--- config.mk ---
export PLATFORM = sky130hd
export DESIGN_NAME = ripemd_block_feeder
export DESIGN_NICKNAME = d
export VERILOG_FILES = /design/src/rtl/ripemd_block_feeder.sv
export SDC_FILE = /design/constraint.sdc
export NUM_CORES = 1
export LEC_CHECK = 0
export BUFFER_PORTS_ARGS = -buffer_cell sky130_fd_sc_hd__buf_2
export CORE_AREA = 3 3 335 337
export DETAILED_ROUTE_END_ITERATION = 6
export DIE_AREA = 0 0 338 340
export GPL_TIMING_DRIVEN = 0
export PLACE_DENSITY = 0.57
export RECOVER_POWER = 25
export SYNTH_ARGS = -nofsm -noshare
export SYNTH_HDL_FRONTEND = slang
export SYNTH_SLANG_ARGS = --single-unit
--- constraint.sdc ---
create_clock -name clk_i -period 6.55 [get_ports clk_i]
set_clock_uncertainty 0.1 [all_clocks]
set_input_delay 0.3275 -clock clk_i [delete_from_list [all_inputs] [get_ports clk_i]]
set_output_delay 0.3275 -clock clk_i [all_outputs]
set_load 0.02 [all_outputs]
--- src/rtl/ripemd_block_feeder.sv ---
// Byte-stream front end for the RIPEMD-160 core: builds the single padded block,
// hands it to the core and returns the captured digest on a valid/ready port.
module ripemd_block_feeder #(
   parameter int unsigned MAX_BYTES    = 55,
   parameter int unsigned CORE_TIMEOUT = 1024
) (
   input  logic         clk_i,
   input  logic         rst_ni,
   input  logic         s_valid_i,
   input  logic [7:0]   s_data_i,
   input  logic         s_keep_i,
   input  logic         s_last_i,
   output logic         s_ready_o,
   output logic [511:0] block_o,
   output logic         i_valid_o,
   input  logic         o_valid_i,
   input  logic [159:0] ans_i,
   output logic [159:0] digest_o,
   output logic         d_valid_o,
   input  logic         d_ready_i,
   output logic         err_len_o,
   output logic         err_timeout_o
);

   localparam int unsigned     TimerW     = (CORE_TIMEOUT < 2) ? 1 : $clog2(CORE_TIMEOUT + 1);
   localparam logic [TimerW-1:0] TimeoutVal = TimerW'(CORE_TIMEOUT);
   localparam logic [5:0]      MaxLen     = 6'(MAX_BYTES);

   typedef enum logic [2:0] {StIdle, StLoad, StDrain, StPad, StIssue, StOut} state_e;

   state_e              state_q, state_d;
   logic [511:0]        block_q, block_d;
   logic [159:0]        digest_q, digest_d;
   logic [5:0]          len_q, len_d, cur_len;
   logic [TimerW-1:0]   timer_q, timer_d;
   logic                o_valid_prev_q;
   logic                o_valid_rise;
   logic [8:0]          bit_len;

   assign o_valid_rise = o_valid_i & ~o_valid_prev_q;
   assign bit_len      = {len_q, 3'b000};
   assign block_o      = block_q;
   assign digest_o     = digest_q;

   always_comb begin
      state_d       = state_q;
      block_d       = block_q;
      digest_d      = digest_q;
      len_d         = len_q;
      timer_d       = timer_q;
      cur_len       = len_q;
      s_ready_o     = 1'b0;
      i_valid_o     = 1'b0;
      d_valid_o     = 1'b0;
      err_len_o     = 1'b0;
      err_timeout_o = 1'b0;

      unique case (state_q)
         StIdle, StLoad: begin
            s_ready_o = 1'b1;
            if (s_valid_i) begin
               // The first beat of a message starts from a clean block.
               if (state_q == StIdle) begin
                  block_d = '0;
                  cur_len = '0;
               end
               len_d   = cur_len;
               state_d = StLoad;
               if (s_keep_i) begin
                  if (cur_len == MaxLen) begin
                     err_len_o = 1'b1;
                     state_d   = s_last_i ? StIdle : StDrain;
                  end else begin
                     block_d[511 - 8*int'(cur_len) -: 8] = s_data_i;
                     len_d = cur_len + 6'd1;
                     if (s_last_i) state_d = StPad;
                  end
               end else if (s_last_i) begin
                  state_d = StPad;
               end
            end
         end
         StDrain: begin
            s_ready_o = 1'b1;
            if (s_valid_i && s_last_i) state_d = StIdle;
         end
         StPad: begin
            // Length field is little-endian, so its LSB lands in byte 56.
            block_d[511 - 8*int'(len_q) -: 8] = 8'h80;
            block_d[63:56] = bit_len[7:0];
            block_d[55:48] = {7'b0, bit_len[8]};
            timer_d        = '0;
            state_d        = StIssue;
         end
         StIssue: begin
            i_valid_o = 1'b1;
            if (o_valid_rise) begin
               digest_d = ans_i;
               state_d  = StOut;
            end else if (CORE_TIMEOUT != 0 && timer_q == TimeoutVal) begin
               err_timeout_o = 1'b1;
               state_d       = StIdle;
            end else begin
               timer_d = timer_q + 1'b1;
            end
         end
         StOut: begin
            d_valid_o = 1'b1;
            if (d_ready_i) state_d = StIdle;
         end
         default: state_d = StIdle;
      endcase
   end

   always_ff @(posedge clk_i or negedge rst_ni) begin
      if (!rst_ni) begin
         state_q        <= StIdle;
         block_q        <= '0;
         digest_q       <= '0;
         len_q          <= '0;
         timer_q        <= '0;
         o_valid_prev_q <= 1'b0;
      end else begin
         state_q        <= state_d;
         block_q        <= block_d;
         digest_q       <= digest_d;
         len_q          <= len_d;
         timer_q        <= timer_d;
         o_valid_prev_q <= o_valid_i;
      end
   end

endmodule
# After elaboration in Yosys (flattened, before gate mapping)
# Index checks and enable logic that the tools add are counted.
# W data, S select, Z words.
[totals]
input_bits = 175
ff_bits = 693
word_cells = 79
output_inout_bits = 677
[classes]
shift = 4
add_sub_neg = 6
muxes = 37
n_eq_ne = 13
bitwise_logic = 2
reduce_logical = 11
[ops]
columns = ["operator", "count"]
rows = [
  ["$mux W512", 6],
  ["$shift A8 B33 Y519 const A", 2],
  ["$bwmux W512", 2],
  ["$pmux W512 S2", 1],
  ["$shiftx A8 B33 Y519", 1],
  ["$shiftx A8 B33 Y519 const A", 1],
  ["$neg A10 Y33", 2],
  ["$mux W6", 5],
  ["$mux W11", 2],
  ["$pmux W11 S2", 1],
  ["$sub A9 B9 Y10 const A", 2],
  ["$mux W3", 6],
  ["$pmux W3 S5", 1],
  ["$add A11 B1 Y11 const B", 1],
  ["$eq A11 B11 Y1 const B", 1],
  ["$mux W1", 10],
  ["$ne A2 B2 Y1 const B", 5],
  ["$add A6 B1 Y6 const B", 1],
  ["$eq A3 B2 Y1 const B", 2],
  ["$eq A3 B3 Y1 const B", 2],
  ["$eq A6 B6 Y1 const B", 1],
  ["$mux W2", 3],
  ["$reduce_and A2 Y1", 3],
  ["$reduce_and A4 Y1", 1],
  ["other kinds (10)", 11],
]

# Logic depth before layout (Yosys ltp)
# Gate-level depths: netlist (run 1).
[logic_depth]
ltp_word = 12
depth_mapped = 12
mapped_depth_nobuf = 8

# Worst setup path after synthesis (run 1)
# OpenSTA, ideal clock, no wires.
[synth_path]
kind = "reg-to-reg"
startpoint = "reg state_q[2]"
endpoint = "reg block_q[160] (netlist: block_o[160])"
stages_incl_launch_ff = 12
setup_time_ps = 69
t_required_ps = 6381
path_slack_ps = 3579
synth_period_minus_slack_ps = 2971
t_arrival_ps = 2802
path_buffers = 5
path_cell_list = "dfrtp_1 buf_2 or3_1 clkbuf_1 clkbuf_1 clkbuf_1 and3_1 ha_1 clkbuf_1 nand3b_1 nor3_1 a32o_1"
[synth_via]
elab_chain_len = 12
word_cells_on_any_way = 23
classes_between = "2 x add/sub; 4 x eq/ne; 2 x shift; 11 x mux; 4 x reduce/logical"
[synth_rtl]
columns = ["item", "line_no", "rtl"]
rows = [
  ["start: declaration", "31", "state_e state_q, state_d;"],
  ["start signal: assignment", "117", "state_q <= StIdle;"],
  ["start signal: assignment", "124", "state_q <= state_d;"],
  ["$logic_not A3 Y1", "58, 63", ""],
  ["$mux W6", "63", "if (state_q == StIdle) begin"],
  ["$mux W6", "61", "if (s_valid_i) begin"],
  ["$mux W6", "58", "unique case (state_q)"],
  ["$sub A9 B9 Y10", "74", "block_d[511 - 8*int'(cur_len) -: 8] = s_data_i;"],
  ["$neg A10 Y33", "74", ""],
  ["$shiftx A8 B33 Y519 / $shift A8 B33 Y519 (equally long branches)", "74", ""],
  ["$bwmux W512", "74", ""],
  ["$mux W512", "70", "if (cur_len == MaxLen) begin"],
  ["$mux W512", "69", "if (s_keep_i) begin"],
  ["$mux W512", "61", ""],
  ["$pmux W512 S2", "58", ""],
  ["end signal: assignment", "125", "block_q <= block_d;"],
  ["end: declaration", "32", "logic [511:0] block_q, block_d;"],
]
# Parallel ways exist; a longest one is shown, timed or not. The select of a mux whose other input is x is not followed.
# A chain may end at the register's enable or synchronous reset.

# Worst setup path in the final report (run 1)
[layout_path]
startpoint = "reg state_q[2]"
endpoint = "reg block_q[163] (netlist: block_o[163])"
# Same word-level chain as after synthesis.

==> results of run 1 <==
[tightest hold or removal path, stage by stage]
cell     delay, ns
buf_2         0.18
a21o_1        0.15
a221o_1       0.13
[what timing repair did]
action,CTS,global route
endpoints found under the hold margin,265,0
hold buffers,163,0
setup endpoints to repair,0,0
[cells by family after synthesis]
logic type                 after synthesis  share of synthesized area
adders and majority gates                4                    0.00169
buffers and inverters                  241                     0.0330
and+or+nand+nor                       1043                      0.161
xor gates and xnor gates                 3                   0.000887
AOI/OAI and AO/OA                      804                      0.215
DFF                                    693                      0.586
muxes                                    9                    0.00304
[cells in the mapped netlist (7+ instances only)]
library cell	n
dfrtp_1	693
nand2_1	647
a22o_1	200
clkbuf_1	145
nor2_1	114
a32o_1	101
o2bb2ai_1	76
a21oi_1	69
o21ai_0	69
nor3_1	63
buf_2	51
o211ai_1	43
nand3_1	40
a22oi_1	39
o22ai_1	31
a31oi_1	26
inv_1	25
o31ai_1	23
and2_1	20
buf_1	18
nand2b_1	18
nor4_1	18
a211oi_1	17
nand4_1	15
o32ai_1	15
nand3b_1	13
and3_1	12
a221o_1	11
nor2b_1	10
mux2i_1	9
a21o_1	8
a32oi_1	7
or3_1	7
[state kept, by name, indices dropped and copies added (netlist names)]
register / count
block_o: 512
digest_o: 160
len_q: 6
o_valid_prev_q: 1
state_q: 3
timer_q: 11
[where the power goes]
group / internal [mW] / leakage, nW / switching, mW
Combinational: 1.21 / 8.53 / 4.33
Clock: 2.85 / 1.37 / 1.97
Sequential: 4.87 / 9.41 / 0.393
[layout make-up]
cell class              instances  area [sq um]  share of cell area
flip-flops and latches        693         17300               0.433
multi-input cells            1863         11300               0.283
repair buffers               1022          5780               0.144
clock buffers                 113          2360              0.0589
well taps                    1476          1850              0.0461
plain buffers                 216           883              0.0220
clock inverters                32           422              0.0105
inverters                      25          93.8             0.00234
diodes                          8          20.0            0.000499
[routing by layer]
layer,part of all wire,vias to the layer above,wire [um],GRT usage
met5,0.00024,-,42,0
met4,0.068,6,12100,0.176
met3,0.095,475,16800,0.0958
met2,0.47,1735,82900,0.485
met1,0.37,15127,65000,0.344
li1,-,12524,-,-
[how the worst max path moves through the flow]
stage                                start                       end  slack, ns  cells after the start
floorplan           state_q[2]$_DFFE_PN0P_  block_o[160]$_DFFE_PN0P_       3.58                     11
global placement                    rst_ni    block_o[1]$_DFFE_PN0P_     -10.52                      1
detailed placement  state_q[2]$_DFFE_PN0P_  block_o[327]$_DFFE_PN0P_       1.49                     12
CTS                 state_q[2]$_DFFE_PN0P_  block_o[327]$_DFFE_PN0P_       1.48                     12
global route        state_q[2]$_DFFE_PN0P_  block_o[165]$_DFFE_PN0P_       1.12                     11
finish              state_q[2]$_DFFE_PN0P_  block_o[163]$_DFFE_PN0P_       1.24                     11
[cell usage in the layout (no fill, tap or decap), types with 8 or more instances in the layout]
cell type	synthesis	final
nand2_1	647	647
clkbuf_8	0	13
diode_2	0	8
o32ai_1	15	15
a22o_1	200	200
a22oi_1	39	39
a21oi_1	69	69
nand2b_1	18	18
clkbuf_1	145	369
bufinv_16	0	8
dfrtp_1	693	693
nand3b_1	13	13
a32o_1	101	101
a221o_1	11	11
dlygate4sd3_1	0	163
and3_1	12	12
nand3_1	40	40
inv_1	25	25
o21ai_0	69	69
clkinv_2	0	11
o2bb2ai_1	76	76
o22ai_1	31	31
a211oi_1	17	16
a21o_1	8	8
nor2_1	114	114
nand4_1	15	15
clkbuf_16	0	85
a31oi_1	26	26
o31ai_1	23	22
o211ai_1	43	43
nor2b_1	10	10
nor3_1	63	60
mux2i_1	9	9
buf_2	51	690
nor4_1	18	16
buf_1	18	18
and2_1	20	20
[metrics by stage]
stage / TNS, ns / hold WS, ns / worst slack [ns] / total power, mW
finish: 0 / 0.0418 / 1.24 / 15.6
global route: 0 / 0.0240 / 1.12 / 16.1
CTS: 0 / 0.00405 / 1.48 / 15.6
detailed placement: 0 / 0.326 / 1.49 / 10.7
global placement: -7190.16 / 0.354 / -10.52 / 10.7
floorplan: 0 / -0.0681 / 3.58 / 7.90
==> impl_metrics.json, run 1 <==
{
  "drtPass1Iterations": 7,
  "fin_nets": 4083,
  "critPathRequiredTime_ns": 7.04,
  "hold_viol": 0,
  "synth-seq-cells": 693,
  "coreArea_sq_um": 109000,
  "synth_cell_types": 84,
  "synth_area_sq_um": 29600,
  "fp.dieH_um": 340,
  "grt_max_degree": 109,
  "cpLargestDelayFamily": "buffers and inverters",
  "min_to": "block_o[220]$_DFFE_PN0P_",
  "drv_slew": 205,
  "powerDensity_nw_per_um2": 389,
  "worstReg2RegStart": "state_q[2]$_DFFE_PN0P_",
  "hpwl_um": 135000,
  "synth_area_leader_cell": "dfrtp_1",
  "drtIter0Drc": 3051,
  "rows": 121,
  "final_area_sq_um": 40100,
  "routed_wl_um": 177000,
  "setup_viol": 0,
  "postCtsSetupBuffers": 0,
  "syn_avg_cell_area_sq_um": 10.6,
  "cp.arrival_ns": 5.80,
  "synthArstFlopShare": 1.00,
  "synth-edff-count": 0,
  "clk_pin_slew_worst_paths_ns": 0.07,
  "viasPerCell": 5.48,
  "crit_path_end_kind": "register",
  "ys_seq_area_frac": 0.586,
  "ys_warn_count": 0,
  "min_path_type": "in2reg",
  "ys.flop_type": "dfrtp_1",
  "period_share": 0.810,
  "cts.sinks": 693,
  "cp_num_buf_inv": 5,
  "max_cap_viol_count": 2,
  "grt_pass1_vias": 29867,
  "grt_overflow_total": 0,
  "timing.fmax_mhz": 188,
  "dp_cells": 5132,
  "r2r-end": "block_o[163]$_DFFE_PN0P_",
  "cts_root_buf": "clkbuf_16",
  "hold_depth": 3,
  "worst-setup-path-type": "reg2reg",
  "h-tree-depth": 3,
  "io_pins": 852,
  "fin_crit_ns": 5.31,
  "clk_path_buf_depth": 3,
  "drc_errors": 0,
  "track_usage": 0.299,
  "fillers": 11224,
  "port-buffer-count": 849,
  "slew_headroom": -0.890,
  "reg2reg_depth": 11,
  "slowest_delay_ns": 1.00,
  "hold_start": "s_data_i[4]",
  "cpMaxStageDelayCell": "nor3_1",
  "dpl_cell_area_sq_um": 35900,
  "antenna_found_initial": 10,
  "netlist.area_leader.share": 0.586,
  "synthCells": 2797,
  "synth_top_cells_by_area": "dfrtp_1 59%, nand2_1 8.2%, a22o_1 5.9%",
  "syn_to_final_growth_pct": 35.4,
  "routabilityCongestion": 1.03,
  "ir_drop_uv": 216,
  "cts_tree": "done",
  "stdcell_count": 5448,
  "final_layout_size_suffix_gt1_frac": 0.222,
  "worstSkewPairLatency_ns": 0.68,
  "cp_max_fo": 10,
  "crit_path_start_kind": "register",
  "vias": 29867,
  "wire_per_inst_um": 32.5,
  "syn_nets": 2976,
  "start_util": 0.271,
  "die_w_um": 338,
  "rsz0062_at_grt": "no",
  "die-area_sq_um": 115000,
  "final_antenna_net_count": 0,
  "reg2reg_slack_ns": 1.24,
  "grt_first_pass_wirelength_um": 241000,
  "fin_util": 0.367,
  "worst_pin_slew_ns": 2.83,
  "crit_top_cell": "clkbuf_1",
  "cts_resized": 0,
  "failed_checks": "capacitance limit, slew limit",
  "numCtsBuffers": 83,
  "worstPathCellList": "buf_2 -> or3_1 -> clkbuf_1 -> clkbuf_1 -> clkbuf_1 -> and3_1 -> ha_1 -> clkbuf_1 -> nand3b_1 -> nor3_1 -> a32o_1",
  "power_leakage_nw": 19.3,
  "outcome": "finished with violations"
}
Power figures use the tool's default switching activity.
==> run 2, diff against run 1 <==
Settings changed: ABC_AREA set to 1, CORE_AREA 3 3 335 337 to 3 3 326 328, DIE_AREA 0 0 338 340 to 0 0 329 331, PLACE_DENSITY 0.57 to 0.65.
Clock period 6.55 ns to 4.3 ns, I/O delays scaled along.
==> run 2 against run 1 <==
Effect of this change: highest routed layer unchanged; the run ends with DRC, capacitance limit, slew limit left; combinational power rose to 2.5 times the previous value; synthesized cell count up 49%; largest power group unchanged; critical path depth down 3; flip-flop and latch count unchanged; critical endpoint is now err_len_o.
==> impl_metrics.json, run 2 <==
{
  "outcome": "finished with violations",
  "failed_checks": "DRC, capacitance limit, slew limit",
  "synth_area_sq_um": 33500,
  "clk_path_buf_depth": 3,
  "setup_viol": 0,
  "worstSkewPairLatency_ns": 0.69,
  "cts_root_buf": "clkbuf_16",
  "max_cap_viol_count": 2,
  "slowest_delay_ns": 0.85,
  "port-buffer-count": 846,
  "routed_wl_um": 190000,
  "reg2reg_depth": 15,
  "crit_path_start_kind": "register",
  "final_antenna_net_count": 0,
  "ys_seq_area_frac": 0.518,
  "hold_depth": 2,
  "rsz0062_at_grt": "no",
  "start_util": 0.324,
  "netlist.area_leader.share": 0.518,
  "critPathRequiredTime_ns": 3.98,
  "fp.dieH_um": 331,
  "track_usage": 0.335,
  "syn_nets": 4360,
  "layout_common_cells": "1,589 x nand2_1, 736 x buf_2, 693 x dfrtp_1, 340 x nand3_1, 325 x o21ai_0",
  "cts_tree": "done",
  "cts_resized": 0,
  "mostFrequentLayoutCell": "nand2_1",
  "drv_slew": 110,
  "yosysMostFrequentCell": "nand2_1",
  "synthCells": 4181,
  "slew_headroom": -0.871,
  "grt_first_pass_wirelength_um": 258000,
  "drtIter0Drc": 4522,
  "worst_pin_slew_ns": 2.81,
  "powerDensity_nw_per_um2": 699,
  "drc_errors": 5,
  "viasPerCell": 5.35,
  "r2r-end": "block_o[294]$_DFFE_PN0P_",
  "clk_pin_slew_worst_paths_ns": 0.07,
  "ys.flop_type": "dfrtp_1",
  "antenna_found_initial": 10,
  "cpMaxStageDelayCell": "clkbuf_1",
  "period_share": 0.952,
  "numCtsBuffers": 83,
  "h-tree-depth": 3,
  "synth_top_cells_by_area": "dfrtp_1 52%, nand2_1 18%, mux2_2 5.4%",
  "vias": 36047,
  "reg2reg_slack_ns": 0.55,
  "synthTopCellsByCount": "1,589 x nand2_1, 693 x dfrtp_1, 340 x nand3_1, 325 x o21ai_0, 292 x inv_1",
  "synthArstFlopShare": 1.00,
  "min_to": "o_valid_prev_q$_DFF_PN0_",
  "routabilityCongestion": 1.04,
  "rows": 118,
  "hold_viol": 0,
  "worstReg2RegStart": "state_q[1]$_DFFE_PN0P_",
  "finalWorstSetupSlack_ns": 0.205,
  "syn_to_final_growth_pct": 30.7,
  "hpwl_um": 145000,
  "grt_overflow_total": 0,
  "final_layout_size_suffix_gt1_frac": 0.213,
  "die-area_sq_um": 109000,
  "fin_util": 0.423,
  "synth-seq-cells": 693,
  "total_power_mw": 30.6,
  "wire_per_inst_um": 28.1,
  "ys_warn_count": 0,
  "cp_num_buf_inv": 5,
  "drtPass1Iterations": 7,
  "grt_pass1_vias": 34250,
  "cts.sinks": 693,
  "largest_reg_flops": 512,
  "min_path_type": "in2reg",
  "syn_avg_cell_area_sq_um": 8.01,
  "fin_nets": 5465,
  "grt_max_degree": 117,
  "crit_top_cell": "buf_2",
  "fin_crit_ns": 4.10,
  "timing.fmax_mhz": 244,
  "worstPathCellList": "buf_4 -> nor2_1 -> nand2_2 -> buf_2 -> buf_2 -> clkbuf_1 -> nor2_1 -> buf_2",
  "synth_cell_types": 39,
  "hold_start": "o_valid_i",
  "synth_area_leader_cell": "dfrtp_1",
  "pre_cts_slack_ns": 0.134,
  "cp_max_fo": 10,
  "cp.arrival_ns": 3.78,
  "ir_drop_uv": 506,
  "power_leakage_nw": 23.1,
  "io_pins": 852,
  "die_w_um": 329,
  "worst-setup-path-type": "reg2out",
  "synth-edff-count": 0,
  "cpLargestDelayFamily": "buffers and inverters",
  "crit_path_end_kind": "primary output",
  "postCtsSetupBuffers": 0,
  "coreArea_sq_um": 103000
}
-- run 2: cell types whose count changed after synthesis, sizes merged, moves of 35 or more --
| cell | change |
|---|---|
| nand2 | +962 |
| nor2 | +187 |
| a22o | -200 |
| o21ai | +298 |
| buf | +69 |
| nand3 | +303 |
| clkbuf | -100 |
| mux2 | +160 |
| o2bb2ai | -76 |
| a22oi | -35 |
| inv | +287 |
| a32o | -101 |
-- run 2: area by class of cell --
type,count,area [sq um]
fill,10571,59700
sequential,693,17300
multi-input combinational,2988,14000
timing repair buffer,1021,5830
clock buffer,111,2290
tap,1380,1730
inverter,315,1180
buffer,184,945
clock inverter,33,424
antenna,12,30.0
-- run 2: where the power goes --
group / switching [mW] / internal (mW) / total [mW] / leakage (nW)
sequential: 1.28 / 8.17 / 9.45 / 9.14
clock: 3.11 / 4.13 / 7.24 / 1.32
combinational: 10.6 / 3.29 / 13.9 / 12.6
total: 15.0 / 15.6 / 30.6 / 23.1
-- run 2: worst reg2reg max path, cell delays in order (launching register included) --
cell      delay [ns]
dfrtp_1         0.34
buf_4           0.16
nor2_4          0.06
nand2_4         0.14
buf_6           0.20
buf_6           0.18
buf_2           0.71
nand3_1         0.20
inv_1           0.14
ha_1            0.18
nand3_1         0.17
nor2_1          0.25
nand2_1         0.26
buf_2           0.26
o211ai_1        0.20
nand2_1         0.07
-- run 2: cells by family after synthesis --
logic type      after synthesis  synth area share
simple gates               2319             0.283
flops                       693             0.518
compound gates              500            0.0788
buf+inv                     500            0.0636
mux                         160            0.0538
xor+xnor                      5           0.00131
fa+ha+maj                     4           0.00149
-- run 2: worst max-delay path by stage --
stage,end,slack [ns],from,cells past startpoint
floorplan,block_o[419]$_DFFE_PN0P_,1.66,state_q[0]$_DFFE_PN0P_,16
global placement,digest_o[71]$_DFFE_PN0P_,-12.68,rst_ni,1
detailed placement,block_o[294]$_DFFE_PN0P_,0.13,state_q[0]$_DFFE_PN0P_,16
CTS,block_o[294]$_DFFE_PN0P_,0.06,state_q[0]$_DFFE_PN0P_,16
global route,err_len_o,0.21,state_q[1]$_DFFE_PN0P_,8
finish,err_len_o,0.20,state_q[1]$_DFFE_PN0P_,8
-- run 2: repair_timing --
action	in CTS	in global routing
hold buffers	169	0
endpoints found under the setup margin	0	39
endpoints found under the hold margin	271	0
-- run 2: metrics by stage --
stage | TNS, ns | std cells | hold slack, ns | cell area (sq um)
floorplan | 0 | 4181 | -0.181 | 33500
global placement | -8713.06 | 6407 | 0.240 | 39500
detailed placement | 0 | 6413 | 0.225 | 39600
CTS | 0 | 6726 | 0.118 | 44000
global route | 0 | 6727 | 0.178 | 43800
finish | 0 | 6737 | 0.186 | 43800
-- run 2: routing by layer --
| metal | up-vias | GRT usage | share of wire |
|---|---|---|---|
| met2 | 2184 | 0.489 | 0.42 |
| met3 | 523 | 0.163 | 0.14 |
| met4 | 2 | 0.172 | 0.059 |
| met5 | - | 0 | 0.000063 |
| met1 | 17702 | 0.409 | 0.38 |
| li1 | 15636 | - | - |
